File: src/rtl/trace_char_decode.sv
// Classifies one ASCII char as decimal / lowercase-hex digit and
// returns its nibble value.
module trace_char_decode (
   input  logic [7:0] char,
   output logic       is_dec,
   output logic       is_hex,
   output logic [3:0] nibble
);

   logic is_af;

   always_comb begin
      is_dec = (char >= 8'h30) && (char <= 8'h39);
      is_af  = (char >= 8'h61) && (char <= 8'h66);
      is_hex = is_dec || is_af;
      nibble = 4'd0;
      if (is_dec) nibble = char[3:0];
      else if (is_af) nibble = char[3:0] + 4'd9;
   end

endmodule

File: config.mk
export PLATFORM = sky130hd
export DESIGN_NAME = trace_char_decode
export DESIGN_NICKNAME = d
export VERILOG_FILES = /design/src/rtl/trace_char_decode.sv
export SDC_FILE = /design/constraint.sdc
export NUM_CORES = 1
export LEC_CHECK = 0
export ABC_AREA = 1
export CORE_AREA = 5 5 42 44
export DETAILED_ROUTE_END_ITERATION = 12
export DIE_AREA = 0 0 47 49
export PLACE_DENSITY = 0.43
export SLEW_MARGIN = 30
export SYNTH_ARGS = -nofsm -noshare
export SYNTH_HDL_FRONTEND = slang
export SYNTH_SLANG_ARGS = --single-unit
File: constraint.sdc
create_clock -name vclk -period 1.5
set_input_delay 0.45 -clock vclk [all_inputs]
set_output_delay 0.45 -clock vclk [all_outputs]
set_load 0.02 [all_outputs]
==> results by group, run 1 <==
Status
  • Status: finished with violations
  • Violated checks: negative setup slack

Cells and area
  • Post-Layout Inst Area: approximately 600 µm²
  • Clock buffers: 0
  • Share of layout cells above drive strength 1: 0.800
  • Most frequent cells in the layout: nand2_4 (8), buf_6 (7), buf_4 (7)
  • Synth-to-layout area growth: 164%
  • Area of the multi-input gates: approximately 340 µm²
  • Final cell count without fillers: 76
  • Core Util, Final: 0.429
  • Most common cell after layout, fill and taps aside: nand2_4
  • Register area: 0 µm²
  • Fill cells: 146
  • NumNets Final: between 70 and 80
  • FF+latch count: 0
  • N_diodes: 0

Routing
  • DR pass1 iterations: 4
  • Top Metal Used: met3
  • Final WL: about 760 µm
  • WL per Instance: around 10 µm
  • Met2 WL: around 470 µm
  • Via density: between 4 and 5
  • WL met1: 235 µm
  • Met3 WL: a little under 50 µm
  • DRT iter0 DRCs: 1
  • ANT nets after route: 0
  • Total vias in the final route: around 330
  • Drt drc: 0

Placement
  • Port-buffer cells: 14
  • Cells after DPL: 76
  • Placed cell areas: around 550 µm²
  • DP Wirelength: 696 µm
  • Gpl congestion: 0.758

Global routing
  • Aggregate global-route resource usage: 0.0723
  • Vias in the first global route: between 300 and 400
  • Number of antenna violations at the first check in global routing: 0
  • First-pass GRT wire length: around 1300 µm
  • Largest net degree at the start of global routing: 6
  • Remaining Overflow, GRT: 0

Worst setup path
  • Critical Path End Type: primary output
  • Worst setup path class: input pin to primary output
  • Startpoint Class: input pin
  • CP Data Required Time: around 1.1 ns
  • Arrival time worst endpoint: between 1 and 1.5 ns
  • Critical path peak fanout: 4

STA
  • Tmin final: around 1.8 ns
  • Setup violators final: 6
  • Pins over their slew limit: 0
  • Fin. Hold Viols: 0
  • Final WS setup: -0.297 ns
  • Worst slew pin tran: between 0.2 and 0.25 ns
  • Slew headroom: 0.844
  • Fin crit share: 1.20
  • RSZ-0062 raised after global routing: yes
  • Fmax: 556 MHz
  • TNS Setup: -1.49 ns

Die
  • Initial Utilization: 0.162
  • I/O Pins: 14
  • Row count: 14
  • Core Box Area: 1400 µm²
  • Die Span Y: slightly below 50 µm
  • Die area: between 2000 and 2500 µm²
  • Die X-Extent: around 47 µm

Yosys
  • Syn_area_per_cell: 5.84 µm²
  • Synth warnings: 0
  • Distinct cell type count after synthesis: 14
  • Area leader, netlist: ha_1
  • Synth top area cells: ha_1 (22%), nand2_1 (21%), inv_1 (9.9%), nand3_2 (8.8%), nand4_1 (8.2%)
  • Post-synthesis cell area: roughly 230 µm²
  • Syn Nets: approximately 50
  • Yosys top cell area share: 0.220
  • Sequential area share after synthesis: 0
  • Cell count after synthesis: 39

Pwr
  • Maximum VDD drop: 0.000102 V
  • PD cells: 201 nW/µm²
  • P_leak: just under 0.3 nW

Min path
  • Hold crit path type: input pin to primary output

Job
  • Max-cap violations: 0
[cells by family after synthesis]
| group | Yosys count | synth area share |
|---|---|---|
| adder cells (fa/ha/maj) | 4 | 0.220 |
| buffers and inverters | 8 | 0.132 |
| AO/OA/AOI/OAI | 1 | 0.0220 |
| AND/OR/NAND/NOR | 26 | 0.626 |
[synth_stat cells]
library cell and count:
nand2_1 13, inv_1 6, ha_1 4, nand4_1 3
inv_2 2, nand3_1 2, nand3_2 2, nand2_2 1
nand2_4 1, nand3b_1 1, nor2_1 1, nor2_2 1
nor3_2 1, o21ai_1 1
[per-stage QoR]
stage,setup WS (ns),hold slack [ns],power [W]
global route,-0.348,1.33,0.000130
finish,-0.297,1.31,0.000120
detailed placement,-1.28,2.10,0.000109
floorplan,-0.0228,1.02,0.0000482
CTS,-0.400,1.40,0.000123
global placement,-1.27,2.10,0.000106
[routing by layer]
metal | up-vias | GRT usage
li1 | 170 | -
met1 | 147 | 0.0783
met2 | 8 | 0.152
met3 | 0 | 0
met4 | 0 | 0
met5 | - | 0
[repair_timing]
action,in CTS,in global routing
resized for setup,68,17
setup endpoints to repair,6,6
hold buffers,0,0
setup buffers,1,1
pin swaps,15,11
[final timing paths]
kind     from   endpoint  depth (start not counted)
max   char[1]  nibble[1]                          9
min   char[2]  nibble[2]                          4
[report_power, final]
| group | switching, W | internal, W | leakage [nW] |
|---|---|---|---|
| Sequential | 0 | 0 | 0 |
| Clock | 0 | 0 | 0 |
| Combinational | 0.0000642 | 0.0000563 | 0.297 |
[layout make-up]
type / count / area share
well taps: 16 / 0.0333
inverters: 8 / 0.0979
repair buffers: 21 / 0.302
multi-input cells: 31 / 0.567
[critical path: stages]
cell	delay [ns]
buf_12	0.12
inv_16	0.05
ha_4	0.13
inv_2	0.04
nor2_4	0.11
nand3_4	0.11
nand4_1	0.16
nand2_4	0.06
buf_6	0.12
(Power assumes the default switching activity.)
==> run 2, diff against run 1 <==
Settings changed: MAX_ROUTING_LAYER from default to met4.
==> results of run 2 <==
The final DEF is identical to that of run 1; final timing and power are the same.
Main changes from that run: final weighted congestion in routability-driven placement 0.758 -> 0.768; overall routing resource usage 0.0723 -> 0.0741
